$ cat config.mk
export PLATFORM = sky130hd
export DESIGN_NAME = sp_ram_block_reader_flat
export DESIGN_NICKNAME = d
export VERILOG_FILES = /design/src/rtl/sp_ram_block_reader_if.sv /design/src/rtl/sp_ram_block_reader.sv /design/src/flat_wrapper.sv
export SDC_FILE = /design/constraint.sdc
export NUM_CORES = 1
export LEC_CHECK = 0
export CORE_MARGIN = 2
export CORE_UTILIZATION = 49
export DETAILED_ROUTE_END_ITERATION = 10
export PLACE_DENSITY_LB_ADDON = 0.2
export REMOVE_ABC_BUFFERS = 1
export SYNTH_ARGS = -nofsm -noshare
export SYNTH_HDL_FRONTEND = slang
export SYNTH_SLANG_ARGS = --single-unit
$ cat constraint.sdc
create_clock -name clk -period 2.9 [get_ports clk]
set_clock_uncertainty 0.1 [all_clocks]
set_input_delay 0.29 -clock clk [delete_from_list [all_inputs] [get_ports clk]]
set_output_delay 0.29 -clock clk [all_outputs]
set_load 0.005 [all_outputs]
$ cat src/rtl/sp_ram_block_reader_if.sv
// Bundle of the request, RAM-port and block-handshake signals of the
// read-side buffer controller. The master modport is the controller itself,
// the slave modport is its surroundings (requester, RAM and AES consumer).
//
// Handshake: a block transfers on every rising clk edge where
// blk_valid & blk_ready are both 1. While blk_valid is 1 and blk_ready is 0,
// blk_data stays unchanged. blk_valid never depends on blk_ready.
interface sp_ram_block_reader_if #(
   parameter int ADDR_W    = 14,
   parameter int BLK_BYTES = 16,
   parameter int NBLK_W    = 11
);
   // request side
   logic                     start;
   logic [ADDR_W-1:0]        base_addr;
   logic [NBLK_W-1:0]        num_blocks;
   logic                     busy;
   logic                     done;
   // RAM side
   logic                     ram_ce;
   logic                     ram_oce;
   logic                     ram_wre;
   logic                     ram_reset;
   logic [ADDR_W-1:0]        ram_ad;
   logic [7:0]               ram_dout;
   // block side
   logic [8*BLK_BYTES-1:0]   blk_data;
   logic                     blk_valid;
   logic                     blk_ready;

   modport master (
      input  start, base_addr, num_blocks, ram_dout, blk_ready,
      output busy, done, ram_ce, ram_oce, ram_wre, ram_reset, ram_ad,
             blk_data, blk_valid
   );

   modport slave (
      output start, base_addr, num_blocks, ram_dout, blk_ready,
      input  busy, done, ram_ce, ram_oce, ram_wre, ram_reset, ram_ad,
             blk_data, blk_valid
   );
endinterface

$ cat src/rtl/sp_ram_block_reader.sv
// Read-side controller for the 8x16K single-port buffer RAM. Reads
// BLK_BYTES consecutive bytes per block, packs them big-endian (first byte
// in the MSBs) and offers each block over a valid/ready handshake.
// The RAM runs in bypass mode: data for the address sampled at edge N is
// on ram_dout during the cycle after edge N, so byte i is shifted in one
// cycle after its address cycle and the last byte is taken in DRAIN.
module sp_ram_block_reader #(
   parameter int ADDR_W    = 14,
   parameter int BLK_BYTES = 16,
   parameter int NBLK_W    = 11
) (
   input  logic                   clk,
   input  logic                   rst_n,
   sp_ram_block_reader_if.master  bus,
   output logic [2:0]             state_o
);

   localparam int CNT_W = (BLK_BYTES > 1) ? $clog2(BLK_BYTES) : 1;
   localparam int DW    = 8 * BLK_BYTES;

   typedef enum logic [2:0] {
      S_IDLE    = 3'd0,
      S_READ    = 3'd1,
      S_DRAIN   = 3'd2,
      S_PRESENT = 3'd3,
      S_FIN     = 3'd4
   } state_t;

   state_t            state_q,   state_d;
   logic [ADDR_W-1:0] addr_q,    addr_d;
   logic [NBLK_W-1:0] num_q,     num_d;
   logic [NBLK_W-1:0] blk_cnt_q, blk_cnt_d;
   logic [CNT_W-1:0]  byte_cnt_q, byte_cnt_d;
   logic [DW-1:0]     data_q,    data_d;
   logic              valid_q,   valid_d;

   // State and datapath registers; reset clears everything, even mid-read.
   always_ff @(posedge clk or negedge rst_n) begin
      if (!rst_n) begin
         state_q    <= S_IDLE;
         addr_q     <= '0;
         num_q      <= '0;
         blk_cnt_q  <= '0;
         byte_cnt_q <= '0;
         data_q     <= '0;
         valid_q    <= 1'b0;
      end else begin
         state_q    <= state_d;
         addr_q     <= addr_d;
         num_q      <= num_d;
         blk_cnt_q  <= blk_cnt_d;
         byte_cnt_q <= byte_cnt_d;
         data_q     <= data_d;
         valid_q    <= valid_d;
      end
   end

   // Next-state logic: address stepping, byte packing and block handshake.
   always_comb begin
      state_d    = state_q;
      addr_d     = addr_q;
      num_d      = num_q;
      blk_cnt_d  = blk_cnt_q;
      byte_cnt_d = byte_cnt_q;
      data_d     = data_q;
      valid_d    = valid_q;
      unique case (state_q)
         S_IDLE: begin
            // start is only looked at here, so a start while busy is ignored
            if (bus.start) begin
               addr_d     = bus.base_addr;
               num_d      = bus.num_blocks;
               blk_cnt_d  = '0;
               byte_cnt_d = '0;
               state_d    = (bus.num_blocks == '0) ? S_FIN : S_READ;
            end
         end
         S_READ: begin
            // addr_q is on ram_ad this cycle; ram_dout holds the previous byte
            addr_d     = addr_q + ADDR_W'(1);
            byte_cnt_d = byte_cnt_q + CNT_W'(1);
            if (byte_cnt_q != '0) begin
               data_d = {data_q[DW-9:0], bus.ram_dout};
            end
            if (byte_cnt_q == CNT_W'(BLK_BYTES - 1)) begin
               byte_cnt_d = '0;
               state_d    = S_DRAIN;
            end
         end
         S_DRAIN: begin
            data_d  = {data_q[DW-9:0], bus.ram_dout};
            valid_d = 1'b1;
            state_d = S_PRESENT;
         end
         S_PRESENT: begin
            if (bus.blk_ready) begin
               valid_d   = 1'b0;
               blk_cnt_d = blk_cnt_q + NBLK_W'(1);
               // addr_q already points at the first byte of the next block
               state_d   = (blk_cnt_q + NBLK_W'(1) == num_q) ? S_FIN : S_READ;
            end
         end
         S_FIN: begin
            state_d = S_IDLE;
         end
         default: begin
            state_d = S_IDLE;
         end
      endcase
   end

   // Outputs decoded from state; the RAM is only clocked while issuing reads.
   always_comb begin
      bus.ram_ce    = (state_q == S_READ);
      bus.ram_oce   = 1'b1;
      bus.ram_wre   = 1'b0;
      bus.ram_reset = 1'b0;
      bus.ram_ad    = addr_q;
      bus.blk_data  = data_q;
      bus.blk_valid = valid_q;
      bus.busy      = (state_q == S_READ) || (state_q == S_DRAIN) ||
                      (state_q == S_PRESENT);
      bus.done      = (state_q == S_FIN);
      state_o       = state_q;
   end

endmodule

$ cat src/flat_wrapper.sv
// flat-port wrapper written by rule: the top's interface ports become plain ports
module sp_ram_block_reader_flat 
#(
   parameter int ADDR_W    = 14,
   parameter int BLK_BYTES = 16,
   parameter int NBLK_W    = 11
)
  (clk, rst_n, state_o, bus_start, bus_base_addr, bus_num_blocks, bus_ram_dout, bus_blk_ready, bus_busy, bus_done, bus_ram_ce, bus_ram_oce, bus_ram_wre, bus_ram_reset, bus_ram_ad, bus_blk_data, bus_blk_valid);
  sp_ram_block_reader_if #(.ADDR_W(ADDR_W), .BLK_BYTES(BLK_BYTES), .NBLK_W(NBLK_W)) bus_i ();
  input  logic clk;
  input  logic rst_n;
  output logic [2:0] state_o;
  input wire logic [$bits(bus_i.start)-1:0] bus_start;
  input wire logic [$bits(bus_i.base_addr)-1:0] bus_base_addr;
  input wire logic [$bits(bus_i.num_blocks)-1:0] bus_num_blocks;
  input wire logic [$bits(bus_i.ram_dout)-1:0] bus_ram_dout;
  input wire logic [$bits(bus_i.blk_ready)-1:0] bus_blk_ready;
  output wire logic [$bits(bus_i.busy)-1:0] bus_busy;
  output wire logic [$bits(bus_i.done)-1:0] bus_done;
  output wire logic [$bits(bus_i.ram_ce)-1:0] bus_ram_ce;
  output wire logic [$bits(bus_i.ram_oce)-1:0] bus_ram_oce;
  output wire logic [$bits(bus_i.ram_wre)-1:0] bus_ram_wre;
  output wire logic [$bits(bus_i.ram_reset)-1:0] bus_ram_reset;
  output wire logic [$bits(bus_i.ram_ad)-1:0] bus_ram_ad;
  output wire logic [$bits(bus_i.blk_data)-1:0] bus_blk_data;
  output wire logic [$bits(bus_i.blk_valid)-1:0] bus_blk_valid;
  assign bus_i.start = bus_start;
  assign bus_i.base_addr = bus_base_addr;
  assign bus_i.num_blocks = bus_num_blocks;
  assign bus_i.ram_dout = bus_ram_dout;
  assign bus_i.blk_ready = bus_blk_ready;
  assign bus_busy = bus_i.busy;
  assign bus_done = bus_i.done;
  assign bus_ram_ce = bus_i.ram_ce;
  assign bus_ram_oce = bus_i.ram_oce;
  assign bus_ram_wre = bus_i.ram_wre;
  assign bus_ram_reset = bus_i.ram_reset;
  assign bus_ram_ad = bus_i.ram_ad;
  assign bus_blk_data = bus_i.blk_data;
  assign bus_blk_valid = bus_i.blk_valid;
  sp_ram_block_reader #(.ADDR_W(ADDR_W), .BLK_BYTES(BLK_BYTES), .NBLK_W(NBLK_W)) u_core (.clk(clk), .rst_n(rst_n), .bus(bus_i), .state_o(state_o));
endmodule
==> flow_summary.ini <==
[synth]
synth_top_area_cell = dfrtp_1
synth_top_area_frac = 0.590
ys_ff_latch = 172
syn_area_per_cell_sq_um = 12.7
synth_cell_types = 52
synth_area_leaders = dfrtp_1 59%, mux2_2 20%, nand2_1 3.1%
syn_inst = 573
seq_area_frac_synth = 0.590
yosysWarnings = 0
synth_ff_type = dfrtp_1
synth_edf_count = 0
synth_area_sq_um = 7290
synth-async-reset-ratio = 1.00

[floorplan]
die_width_microns = 126
pin_count = 189
row_count = 44
start_util = 0.502
core_area_sq_um = 14500
die_h_microns = 126
dieArea_sq_um = 15900

[sta]
timing.final.crit_share = 0.952
finalHoldViolCount = 0
drv_slew = 0
finalWorstSetupSlack_ns = 0.138
fmax_mhz = 362
period_needed_ns = 2.76
maxSlewHeadroom = 0.476
holdWs_ns = 0.329
tightest_slew_ns = 0.785
setup_viol = 0
rsz0062_at_grt = no

[critical_path]
start_kind = register
cp-startpoint = u_core.state_o[0]$_DFFE_PN0P_
timing.rr.start = u_core.state_o[0]$_DFFE_PN0P_
cp_slowest_stage_delay_ns = 0.64
cp_top_family = buffers and inverters
cp_slowest_cell = dfrtp_1
path_cells = or3b_4, inv_2, clkdlybuf4s50_1
critPathMaxFanout = 16
crit_buf_inv = 2
cp_data_required_time_ns = 2.51
critPathCaptureType = output port
arrival_ns = 2.37
crit_type = register to output port

[grt]
top_usage_layer = met2
grtUsageTotal = 0.207
use_met1 = 0.258
gr-total-overflow = 0
use_met3 = 0.0731
met2_usage = 0.339
antenna_found_initial = 0
grt_pass1_wl_microns = 26300
first_global_vias = 5221
grt_max_degree = 87

[clock_network]
insertion_delay_ns = 0.42
post_cts_resize_count = 0
cts_max_path_buffers = 2
cts.sinks = 172
postCtsHoldBufs = 1
cts_tree = yes
htree_levels = 4
cts_root_buffer = clkbuf_16
cts.clk_slew.worst_paths_ns = 0.07
cts_buffers = 17
postCtsSetupRepairBufs = 0

[finish]
syn2layout_area_growth_pct = 36.7
layout_common_cells = 184 x clkdlybuf4s50_1, 172 x dfrtp_1, 128 x mux2_2, 60 x nand2_1
fillerInstances = 1037
mostFrequentLayoutCell = clkdlybuf4s50_1
n_antenna_cell = 0
layout-drive-gt1-share = 0.239
final_net_count = 798

[route]
viasPerCell = 5.46
detail-route-antenna-nets = 0
drc = 0
wl_microns = 16500
route.vias.total = 5207
avgRoutedWirePerCell_microns = 17.3
drtPass1Iterations = 5
drt_iter0_markers = 274

[power]
leakage_uw = 0.00422
power_density_nw_per_um2 = 1290
peakVddDrop_mv = 0.757

[job]
maxCapViolCount = 0

[placement]
pre_cts_slack_ns = 0.517
dp_hpwl_microns = 11400
port_buffers = 185
gp_routability_congestion = 0.874

[worst_hold_path]
hp-class = input pin to register
worstHoldStart = bus_num_blocks[6]

[run_status]
status = finished clean
Yosys cell counts (5+ instances only):
cell and count:
xor2_1 5, xnor2_1 7, buf_2 20, nand2_1 60, nand3_1 10, and3_1 7, clkbuf_1 6, mux2_2 128
nand4_1 6, nor3b_1 5, o31ai_1 5, a21oi_1 9, nor3_1 8, o21ai_0 27, nor2_1 27, inv_1 5
dfrtp_1 172
where the power goes:
part	leakage, uW	switching [uW]	internal (uW)
Sequential	0.00209	984	3600
Combinational	0.00185	2180	3780
Clock	0.000288	960	1370
Total	0.00422	4120	8750
worst reg2reg max path, delay by kind of cell, from the launching register on:
family / cells / cell delay, ns
flops: 1 / 0.64
simple gates: 3 / 1.03
buf+inv: 1 / 0.25
compound gates: 2 / 0.30
registers in the layout (all words and copies together) (netlist names):
| signal | cells |
|---|---|
| u_core.bus.blk_data | 128 |
| u_core.bus.ram_ad | 14 |
| u_core.blk_cnt_q | 11 |
| u_core.num_q | 11 |
| u_core.byte_cnt_q | 4 |
| u_core.state_o | 3 |
| u_core.bus.blk_valid | 1 |
routing by layer:
metal | wire length (microns) | vias to the layer above
met5 | 0 | -
met2 | 8290 | 177
li1 | - | 2402
met4 | 286 | 0
met3 | 1140 | 19
met1 | 6800 | 2609
logic make-up after synthesis:
| group | synth area share |
|---|---|
| buf+inv | 0.0251 |
| fa+ha+maj | 0.00686 |
| simple gates | 0.0982 |
| mux | 0.200 |
| xor+xnor | 0.0166 |
| other cells | 0.00103 |
| compound gates | 0.0616 |
| flops | 0.590 |
through the flow:
stage	instance area [sq um]	setup TNS, ns	instances	util	power [uW]
floorplan	7140	-644.65	543	-	6670
global placement	9340	0	921	0.643	10300
detailed placement	9340	0	921	0.643	10600
CTS	9970	0	954	0.686	13000
global route	9970	0	954	0.686	13600
finish	9970	0	954	0.686	12900
path summary, 6_finish.rpt:
check | endpoint | slack (ns) | depth (start not counted)
hold / removal | u_core.num_q[6]$_DFFE_PN0P_ | 0.33 | 3
setup reg to reg | u_core.bus.ram_ad[13]$_DFFE_PN0P_ | 0.50 | 6
hold reg to reg | u_core.bus.blk_valid$_DFFE_PN0P_ | 0.40 | 2
setup / recovery | bus_ram_ce | 0.14 | 3
max in group asynchronous | u_core.bus.blk_data[59]$_DFFE_PN0P_ | 1.52 | 3
min in group asynchronous | u_core.bus.blk_data[17]$_DFFE_PN0P_ | 0.40 | 2
final cells by class:
| type | count | area [sq um] | area share |
|---|---|---|---|
| clock buffer | 17 | 425 | 0.0427 |
| clock inverter | 15 | 189 | 0.0190 |
| inverter | 6 | 22.5 | 0.00226 |
| multi-input combinational | 365 | 2830 | 0.284 |
| sequential | 172 | 4300 | 0.432 |
| tap | 184 | 230 | 0.0231 |
| timing repair buffer | 195 | 1970 | 0.197 |
No activity file was read; power rests on OpenSTA's default activity.
